$ cat src/rtl/uart_pkg.sv
// Shared UART types: parity mode selector and transmitter state encoding.
// Also used by the receiver, so keep enumerator names stable.
package uart_pkg;

  typedef enum logic [1:0] {
    PARITY_NONE,
    PARITY_ODD,
    PARITY_EVEN
  } parity_t;

  typedef enum logic [2:0] {
    TX_IDLE,
    TX_START,
    TX_DATA,
    TX_PARITY,
    TX_STOP
  } tx_state_t;

  // Unused upper bits must be zero so they do not disturb the reduction.
  function automatic logic calc_parity(input parity_t mode, input logic [8:0] data);
    return (mode == PARITY_ODD) ? ~(^data) : ^data;
  endfunction

endpackage

$ cat src/rtl/uart_tx_frame_if.sv
// Word handshake between a byte source and the UART transmitter.
interface uart_tx_frame_if #(
  parameter int DATA_BITS = 8
);

  logic [DATA_BITS-1:0] din;
  logic                 din_valid;
  logic                 din_ready;

  modport master (
    output din,
    output din_valid,
    input  din_ready
  );

  modport slave (
    input  din,
    input  din_valid,
    output din_ready
  );

endinterface

$ cat src/rtl/uart_tx_frame.sv
// UART transmitter: captures one word on the handshake and serialises it as
// start, LSB-first data, optional parity and stop bits, paced by an external tick.
module uart_tx_frame
  import uart_pkg::*;
#(
  parameter int      DATA_BITS  = 8,
  parameter int      OVERSAMPLE = 16,
  parameter parity_t PARITY     = PARITY_NONE,
  parameter int      STOP_BITS  = 1
) (
  input  logic            clk,
  input  logic            rst,
  input  logic            tick,
  uart_tx_frame_if.slave  up,
  output logic            tx,
  output logic            busy,
  output logic            tx_done_tick
);

  if (DATA_BITS < 5 || DATA_BITS > 9) begin : g_bad_data_bits
    $error("uart_tx_frame: DATA_BITS must be 5..9");
  end
  if (OVERSAMPLE < 4 || OVERSAMPLE > 32) begin : g_bad_oversample
    $error("uart_tx_frame: OVERSAMPLE must be 4..32");
  end
  if (STOP_BITS < 1 || STOP_BITS > 2) begin : g_bad_stop_bits
    $error("uart_tx_frame: STOP_BITS must be 1 or 2");
  end

  localparam int CNT_W = $clog2(OVERSAMPLE);
  localparam int IDX_W = $clog2(DATA_BITS);

  localparam logic [CNT_W-1:0] TICK_LAST = CNT_W'(OVERSAMPLE - 1);
  localparam logic [IDX_W-1:0] IDX_LAST  = IDX_W'(DATA_BITS - 1);
  localparam logic             STOP_LAST = 1'(STOP_BITS - 1);

  tx_state_t            state;
  logic [DATA_BITS-1:0] shift_q;
  logic                 parity_q;
  logic [CNT_W-1:0]     tick_cnt;
  logic [IDX_W-1:0]     bit_idx;
  logic                 stop_cnt;
  logic                 ready_q;
  logic                 period_end;

  assign period_end   = tick && (tick_cnt == TICK_LAST);
  assign up.din_ready = ready_q;

  // ready_q is held low for the first IDLE cycle after a frame, which gives
  // the one-cycle gap between tx_done_tick and the next acceptance.
  always_ff @(posedge clk) begin
    if (rst) begin
      state        <= TX_IDLE;
      shift_q      <= '0;
      parity_q     <= 1'b0;
      tick_cnt     <= '0;
      bit_idx      <= '0;
      stop_cnt     <= 1'b0;
      ready_q      <= 1'b1;
      tx           <= 1'b1;
      busy         <= 1'b0;
      tx_done_tick <= 1'b0;
    end else begin
      tx_done_tick <= 1'b0;
      if (state != TX_IDLE && tick) begin
        tick_cnt <= period_end ? '0 : tick_cnt + CNT_W'(1);
      end

      unique case (state)
        TX_IDLE: begin
          ready_q <= 1'b1;
          if (up.din_valid && ready_q) begin
            shift_q  <= up.din;
            parity_q <= calc_parity(PARITY, 9'(up.din));
            tick_cnt <= '0;
            bit_idx  <= '0;
            stop_cnt <= 1'b0;
            ready_q  <= 1'b0;
            tx       <= 1'b0;
            busy     <= 1'b1;
            state    <= TX_START;
          end
        end

        TX_START: begin
          if (period_end) begin
            tx      <= shift_q[0];
            shift_q <= shift_q >> 1;
            state   <= TX_DATA;
          end
        end

        TX_DATA: begin
          if (period_end) begin
            if (bit_idx == IDX_LAST) begin
              if (PARITY != PARITY_NONE) begin
                tx    <= parity_q;
                state <= TX_PARITY;
              end else begin
                tx       <= 1'b1;
                stop_cnt <= 1'b0;
                state    <= TX_STOP;
              end
            end else begin
              tx      <= shift_q[0];
              shift_q <= shift_q >> 1;
              bit_idx <= bit_idx + IDX_W'(1);
            end
          end
        end

        TX_PARITY: begin
          if (period_end) begin
            tx       <= 1'b1;
            stop_cnt <= 1'b0;
            state    <= TX_STOP;
          end
        end

        TX_STOP: begin
          if (period_end) begin
            if (stop_cnt == STOP_LAST) begin
              busy         <= 1'b0;
              tx_done_tick <= 1'b1;
              state        <= TX_IDLE;
            end else begin
              stop_cnt <= 1'b1;
            end
          end
        end

        default: begin
          tx      <= 1'b1;
          busy    <= 1'b0;
          ready_q <= 1'b1;
          state   <= TX_IDLE;
        end
      endcase
    end
  end

endmodule

$ cat src/flat_wrapper.sv
// flat-port wrapper written by rule: the top's interface ports become plain ports
module uart_tx_frame_flat import uart_pkg::*;
#(
  parameter int      DATA_BITS  = 8,
  parameter int      OVERSAMPLE = 16,
  parameter parity_t PARITY     = PARITY_NONE,
  parameter int      STOP_BITS  = 1
)
  (clk, rst, tick, tx, busy, tx_done_tick, up_din, up_din_valid, up_din_ready);
  uart_tx_frame_if #(.DATA_BITS(DATA_BITS)) up_i ();
  input  logic clk;
  input  logic rst;
  input  logic tick;
  output logic tx;
  output logic busy;
  output logic tx_done_tick;
  input wire logic [$bits(up_i.din)-1:0] up_din;
  input wire logic [$bits(up_i.din_valid)-1:0] up_din_valid;
  output wire logic [$bits(up_i.din_ready)-1:0] up_din_ready;
  assign up_i.din = up_din;
  assign up_i.din_valid = up_din_valid;
  assign up_din_ready = up_i.din_ready;
  uart_tx_frame #(.DATA_BITS(DATA_BITS), .OVERSAMPLE(OVERSAMPLE), .PARITY(PARITY), .STOP_BITS(STOP_BITS)) u_core (.clk(clk), .rst(rst), .tick(tick), .up(up_i), .tx(tx), .busy(busy), .tx_done_tick(tx_done_tick));
endmodule
$ cat config.mk
export PLATFORM = sky130hd
export DESIGN_NAME = uart_tx_frame_flat
export DESIGN_NICKNAME = d
export VERILOG_FILES = /design/src/rtl/uart_pkg.sv /design/src/rtl/uart_tx_frame_if.sv /design/src/rtl/uart_tx_frame.sv /design/src/flat_wrapper.sv
export SDC_FILE = /design/constraint.sdc
export NUM_CORES = 1
export LEC_CHECK = 0
export ABC_AREA = 1
export BUFFER_PORTS_ARGS = -buffer_cell sky130_fd_sc_hd__buf_2
export CORE_MARGIN = 2
export CORE_UTILIZATION = 50
export DETAILED_ROUTE_END_ITERATION = 12
export GPL_TIMING_DRIVEN = 0
export HOLD_SLACK_MARGIN = 0.03
export PLACE_DENSITY = 0.7
export SLEW_MARGIN = 20
export SYNTH_ARGS = -nofsm -noshare
export SYNTH_HDL_FRONTEND = slang
export SYNTH_SLANG_ARGS = --single-unit
export TNS_END_PERCENT = 100
$ cat constraint.sdc
create_clock -name clk -period 3 [get_ports clk]
set_clock_uncertainty 0.15 [all_clocks]
set_input_delay 0.9 -clock clk [delete_from_list [all_inputs] [get_ports clk]]
set_output_delay 0.9 -clock clk [all_outputs]
set_load 0.03 [all_outputs]
==> results of run 1 <==
cell usage in the layout (no fill, tap or decap), types with 4 or more instances in the layout:
cell type,n
nand2_1,57
nor2_1,31
dfxtp_1,22
inv_1,20
nand3_1,17
buf_2,16
a21oi_1,11
o21ai_0,8
ha_1,4
registers in the layout, indices dropped and copies added, names as in the netlist:
| name | cells |
|---|---|
| u_core.tick_cnt | 4 |
| u_core.tx | 1 |
| u_core.busy | 1 |
| u_core.state | 3 |
| u_core.bit_idx | 3 |
| u_core.tx_done_tick | 1 |
| u_core.shift_q | 8 |
| u_core.up.din_ready | 1 |
critical path: stages:
cell,delay (ns)
buf_2,0.11
nand2_1,0.07
inv_1,0.07
nand2_2,0.10
nand2_1,0.12
nand2_2,0.08
nor2_4,0.21
buf_6,0.18
nand2_1,0.05
nand2_1,0.06
nor2_1,0.04
worst min-delay path by stage:
stage / to / slack [ns] / depth (start not counted)
2_1_floorplan: u_core.tick_cnt[2] / 0.29 / 2
3_5_place_dp: u_core.tx / 0.31 / 2
4_1_cts: u_core.tx / 0.34 / 2
3_3_place_gp: u_core.busy / 0.31 / 2
5_1_grt: u_core.shift_q[4] / 0.36 / 2
6_report: u_core.tx / 0.33 / 2
area by class of cell:
class / instances / area (sq um) / share of cell area (%)
buffer: 6 / 43.8 / 3.15
multi-input combinational: 142 / 677 / 48.7
timing repair buffer: 14 / 70.1 / 5.04
tap: 30 / 37.5 / 2.70
sequential: 22 / 440 / 31.7
clock buffer: 4 / 36.3 / 2.61
inverter: 23 / 86.3 / 6.21
routing by layer:
metal / vias up / wire, um / GRT usage (%)
li1: 636 / - / -
met1: 540 / 1190 / 23.9
met2: 15 / 1220 / 33.7
met3: 2 / 75 / 3.33
met4: 0 / 15 / 5.98
met5: - / 0 / 0
metrics by stage:
| step | power, mW | hold WS [ns] | instances | cell area (sq um) | util, % |
|---|---|---|---|---|---|
| detailed placement | 1.11 | 0.307 | 237 | 1360 | 56.2 |
| CTS | 1.28 | 0.337 | 241 | 1390 | 57.7 |
| finish | 1.27 | 0.330 | 241 | 1390 | 57.7 |
| floorplan | 0.977 | 0.295 | 193 | 1250 | - |
| global route | 1.40 | 0.361 | 241 | 1390 | 57.7 |
| global placement | 1.09 | 0.310 | 237 | 1360 | 56.2 |
power by group through the flow:
stage	clock (mW)	combinational (mW)	sequential, mW
CTS	0.173	0.664	0.445
detailed placement	0	0.661	0.451
global route	0.184	0.756	0.458
floorplan	0	0.504	0.473
finish	0.164	0.661	0.444
global placement	0	0.640	0.446
cell families (layout without fill, tap and decap cells):
family,count (synthesis),in the layout
buf+inv,29,47
simple gates,116,116
flops,22,22
compound gates,20,20
xor+xnor,2,2
fa+ha+maj,4,4
==> flow_metrics.tcl, run 1 <==
set metrics [dict create \
    synth_edf_count 0 \
    tns_ns 0 \
    track_usage_pct 19.3 \
    crit_end "u_core.shift_q[7]" \
    fillCellCount 242 \
    holdCritPathClass "flip-flop to flip-flop" \
    pwr-share-clk_pct 12.9 \
    pre_cts_ws_ns 0.758 \
    cts_tree "built" \
    cts_resized 0 \
    nNetsFinal 228 \
    cts_buffers 3 \
    drc 0 \
    insertion_delay_ns 0.31 \
    max_cap_viol_count 0 \
    power_frac_comb_pct 52.1 \
    finalCritPeriodShare_pct 64.3 \
    synth_ff_type "dfxtp_1" \
    yosysUniqueCellTypes 21 \
    cts.clk_slew.worst_paths_ns 0.12 \
    reg2reg_depth 11 \
    status "completed" \
    synth_common_cells "nand2_1, nor2_1, dfxtp_1, inv_1, nand3_1" \
    ios 16 \
    timing.final.ws_setup_ns 1.07 \
    core_area_sq_um 2410 \
    cts_htree_levels 1 \
    portBuffers 14 \
    crit_fanout 10 \
    first_iter_violations 14 \
    syn_nets 209 \
    internal-power_uw 701 \
    rsz0062_at_grt "false" \
    synth_xor_area_share_pct 1.40 \
    cts_hold_buf 0 \
    die_w_um 54.0 \
    start_kind "input port" \
    cts_buffer_depth 2 \
    worst_setup_path_end_kind "flip-flop" \
    fin_crit_ns 1.93 \
    synthSimpleGateAreaFrac_pct 40.6 \
    synth_adder_area_share_pct 4.01 \
    cts.sinks 22 \
    fmax_ghz 0.519 \
    clock-root-buffer "clkbuf_4" \
    maxSlewHeadroom_pct 74.6 \
    netSwitchingPower_uw 568 \
    netlist_area_sq_um 1250 \
    setup_viol 0 \
    start_util_pct 51.8 \
    grt_first_pass_wirelength_mm 4.11 \
    synth-seq-cells 22 \
    worstPathRequired_ns 3.06 \
    r2r_slack_ns 1.16 \
    drive_gt1_share_pct 16.1 \
    r2r_end "u_core.shift_q[7]" \
    antenna_found_initial 0 \
    crit_start "tick" \
    die-area_sq_um 2910 \
    peakVddDrop_mv 0.440 \
    synth_compound_area_share_pct 8.22 \
    criticalPathCategory "input port to flip-flop" \
    grt_max_degree 13 \
    yosysMostFrequentCell "nand2_1" \
    maxSlewViolCount 0 \
    syn_to_final_growth_pct 11.5 \
    synth.area.top_cells "dfxtp_1, nand2_1, nor2_1" \
    yosysTopAreaCell "dfxtp_1" \
    postCtsSetupBuffers 0 \
    drt_first_pass_iters 4 \
    row_count 18 \
    overflow 0 \
    ys_seq_area_share_pct 35.3 \
    reg2reg_from "u_core.tick_cnt[0]" \
    synth_async_sr_flop_share_pct 0 \
    place_congestion 0.874 \
    synth_top_family_by_area "simple AND/OR/NAND/NOR gates" \
    antenna_left 0 \
    via_per_inst 4.95 \
    synth.area.mux_share_pct 0 \
    syn_inst 193 \
    worstHoldStart "u_core.tx" \
    p_leak_nw 0.743 \
    avgSynthCellArea_sq_um 6.46 \
    switching_share_pct 44.8 \
    diodes 0 \
    grt_pass1_vias 1033 \
    wl_mm 2.50 \
    worst_slew_pin_slew_ns 0.381 \
    dp_hpwl_mm 1.95 \
    power_density_nw_per_um2 912 \
    arrival_ns 1.99 \
    yosysTopAreaCellShare_pct 35.3 \
    synth_warnings 0 \
    final-hold-violation-count 0 \
    dieHeight_um 54.0 \
    pwr-share-seq_pct 35.0 \
    avgRoutedWirePerCell_um 10.4 \
    vias 1193 \
]
(Power assumes the default switching activity.)
==> run 2, diff against run 1 <==
ABC_AREA = 0   (was 1)
PLACE_DENSITY = 0.73   (was 0.7)
clock period = 1.6 ns   (was 3 ns; I/O delays follow)
==> flow_metrics.tcl, run 2 <==
set metrics [dict create \
    start_util_pct 53.8 \
    wl_mm 3.64 \
    criticalPathCategory "flip-flop to flip-flop" \
    grt_max_degree 12 \
    synth_common_cells "dfxtp_1, nand3_1, a21oi_1, o21ai_0, nor2_1" \
    cts_buffer_depth 2 \
    fin_crit_ns 1.76 \
    grt_first_pass_wirelength_mm 5.51 \
    fmax_ghz 0.570 \
    cts.sinks 22 \
    yosysTopAreaCell "dfxtp_1" \
    arrival_ns 1.87 \
    overflow 0 \
    nNetsFinal 197 \
    maxSlewHeadroom_pct 55.7 \
    via_per_inst 6.23 \
    crit_fanout 6 \
    ios 16 \
    portBuffers 15 \
    status "finished with violations" \
    netlist_area_sq_um 1210 \
    holdCritPathClass "input port to flip-flop" \
    synth-seq-cells 22 \
    die-area_sq_um 2830 \
    antenna_left 0 \
    yosysUniqueCellTypes 37 \
    hold_slack_ns 0.247 \
    avgSynthCellArea_sq_um 8.36 \
    violations "negative setup slack" \
    cts_buffers 3 \
    top_regs "u_core.shift_q (8), u_core.tick_cnt (4)" \
    finalCritPeriodShare_pct 110 \
    pwr-share-seq_pct 51.6 \
    worst_setup_path_end_kind "flip-flop" \
    netSwitchingPower_uw 358 \
    synth_edf_count 0 \
    synth_async_sr_flop_share_pct 0 \
    dpl_cell_area_sq_um 1360 \
    worst_slew_pin_slew_ns 0.665 \
    regArea_sq_um 454 \
    track_usage_pct 27.2 \
    cts_htree_levels 1 \
    power_frac_comb_pct 24.7 \
    synth_ff_type "dfxtp_1" \
    first_iter_violations 43 \
    internal-power_uw 787 \
    setup_viol 11 \
    dp_hpwl_mm 2.14 \
    vias 1290 \
    die_w_um 53.2 \
    diodes 0 \
    worstPathRequired_ns 1.72 \
    synth.area.top_cells "dfxtp_1, nand3_1, a21oi_1" \
    p_leak_nw 0.676 \
    core_area_sq_um 2250 \
    insertion_delay_ns 0.33 \
    power_density_nw_per_um2 649 \
    multiInputGateArea_sq_um 918 \
    yosysMostFrequentCell "dfxtp_1" \
    final_common_cell "dfxtp_1" \
    pwr-share-clk_pct 23.7 \
    r2r_slack_ns -0.16 \
    clock-root-buffer "clkbuf_4" \
    timing.final.ws_setup_ns -0.156 \
    cts_hold_buf 0 \
    peakVddDrop_mv 0.707 \
    final-hold-violation-count 0 \
    start_kind "flip-flop" \
    drt_first_pass_iters 4 \
    cts_tree "built" \
    rsz0062_at_grt "true" \
    cts.clk_slew.worst_paths_ns 0.13 \
    place_congestion 0.806 \
    slowest_delay_ns 0.41 \
    switching_share_pct 31.3 \
    syn_nets 161 \
    regMostFlops "u_core.shift_q" \
    drive_gt1_share_pct 45.3 \
    antenna_found_initial 0 \
    syn_to_final_growth_pct 45.5 \
    dieHeight_um 53.2 \
    final_cell_mix "dfxtp_1, buf_2, buf_4, nand3_1, a21oi_1" \
    ys_seq_area_share_pct 36.3 \
    maxSlewViolCount 0 \
    syn_inst 145 \
    largest_reg_flops 8 \
    cp_cell_sequence "or3_4, o32a_4, buf_4, a22o_1, a21oi_1" \
    row_count 17 \
    fillCellCount 152 \
    synth_warnings 0 \
    drc 0 \
    max_cap_viol_count 0 \
    postLayoutCellArea_sq_um 1760 \
    grt_pass1_vias 1200 \
    avgRoutedWirePerCell_um 17.6 \
    crit_slowest_cell "or3_4" \
    yosysTopAreaCellShare_pct 36.3 \
]
run 2: cell types whose count changed in the layout (fill, tap and decap cells not counted), moves of 4 or more:
cell     before  now
dfxtp_1      22   17
nor2_1       31    6
inv_1        20    4
a22o_1        0    7
nand3_1      17   13
a21oi_2       0    6
buf_4         1   13
nand2_1      57    2
run 2: timing repair:
item / in CTS / in global routing
resized for setup: 24 / 31
pin swaps: 10 / 15
setup buffers: 12 / 5
endpoints found under the setup margin: 18 / 19
run 2: layout make-up:
type                            count  share of cell area, %
Multi-Input combinational cell    108                   52.1
Sequential cell                    22                   25.7
Timing Repair Buffer               32                   14.0
Buffer                             10                   4.04
Tap cell                           28                   1.99
Clock buffer                        3                   1.28
Inverter                            4                  0.851
run 2: final timing paths:
kind                startpoint  cells after the start                end
max reg2reg    u_core.state[1]                      5  u_core.shift_q[5]
min                        rst                      3          u_core.tx
min reg2reg  u_core.shift_q[4]                      2  u_core.shift_q[4]
max            u_core.state[1]                      5  u_core.shift_q[5]
run 2: logic make-up after synthesis:
logic type,after synthesis,share of synthesized area [%]
multiplexers,2,1.86
AND/OR/NAND/NOR,49,22.2
AO/OA/AOI/OAI,50,27.0
XOR/XNOR,3,2.17
flip-flops,22,36.3
buffers and inverters,15,6.29
adder cells (fa/ha/maj),4,4.13
run 2: metrics by stage:
stage	total power [mW]	cells	utilization, %	worst slack [ns]	setup TNS (ns)
5_1_grt	1.19	207	78.2	-0.208	-1.70
3_3_place_gp	0.789	188	60.3	-0.278	-2.24
3_5_place_dp	0.797	188	60.3	-0.296	-2.76
4_1_cts	1.10	202	70.4	-0.127	-0.840
6_report	1.14	207	78.2	-0.156	-1.08
2_1_floorplan	0.741	145	-	-0.0741	-0.132
run 2: power groups by stage:
stage / registers [mW] / logic (mW) / clock network [mW]
6_report: 0.590 / 0.283 / 0.271
4_1_cts: 0.587 / 0.251 / 0.257
3_5_place_dp: 0.603 / 0.194 / 0
2_1_floorplan: 0.614 / 0.128 / 0
3_3_place_gp: 0.600 / 0.188 / 0
5_1_grt: 0.593 / 0.306 / 0.290
run 2: critical path: cells and delay by family, from the launching register on:
| kind | cells | cell delay, ns |
|---|---|---|
| simple gates | 1 | 0.41 |
| compound gates | 3 | 0.61 |
| flops | 1 | 0.38 |
| buf+inv | 1 | 0.15 |
run 2: layer usage:
layer | up-vias | GRT usage (%) | wire length, um
met5 | - | 0 | 0
met4 | 0 | 11.5 | 103
met1 | 619 | 33.9 | 1450
met2 | 52 | 46.1 | 1860
li1 | 608 | - | -
met3 | 11 | 3.95 | 221
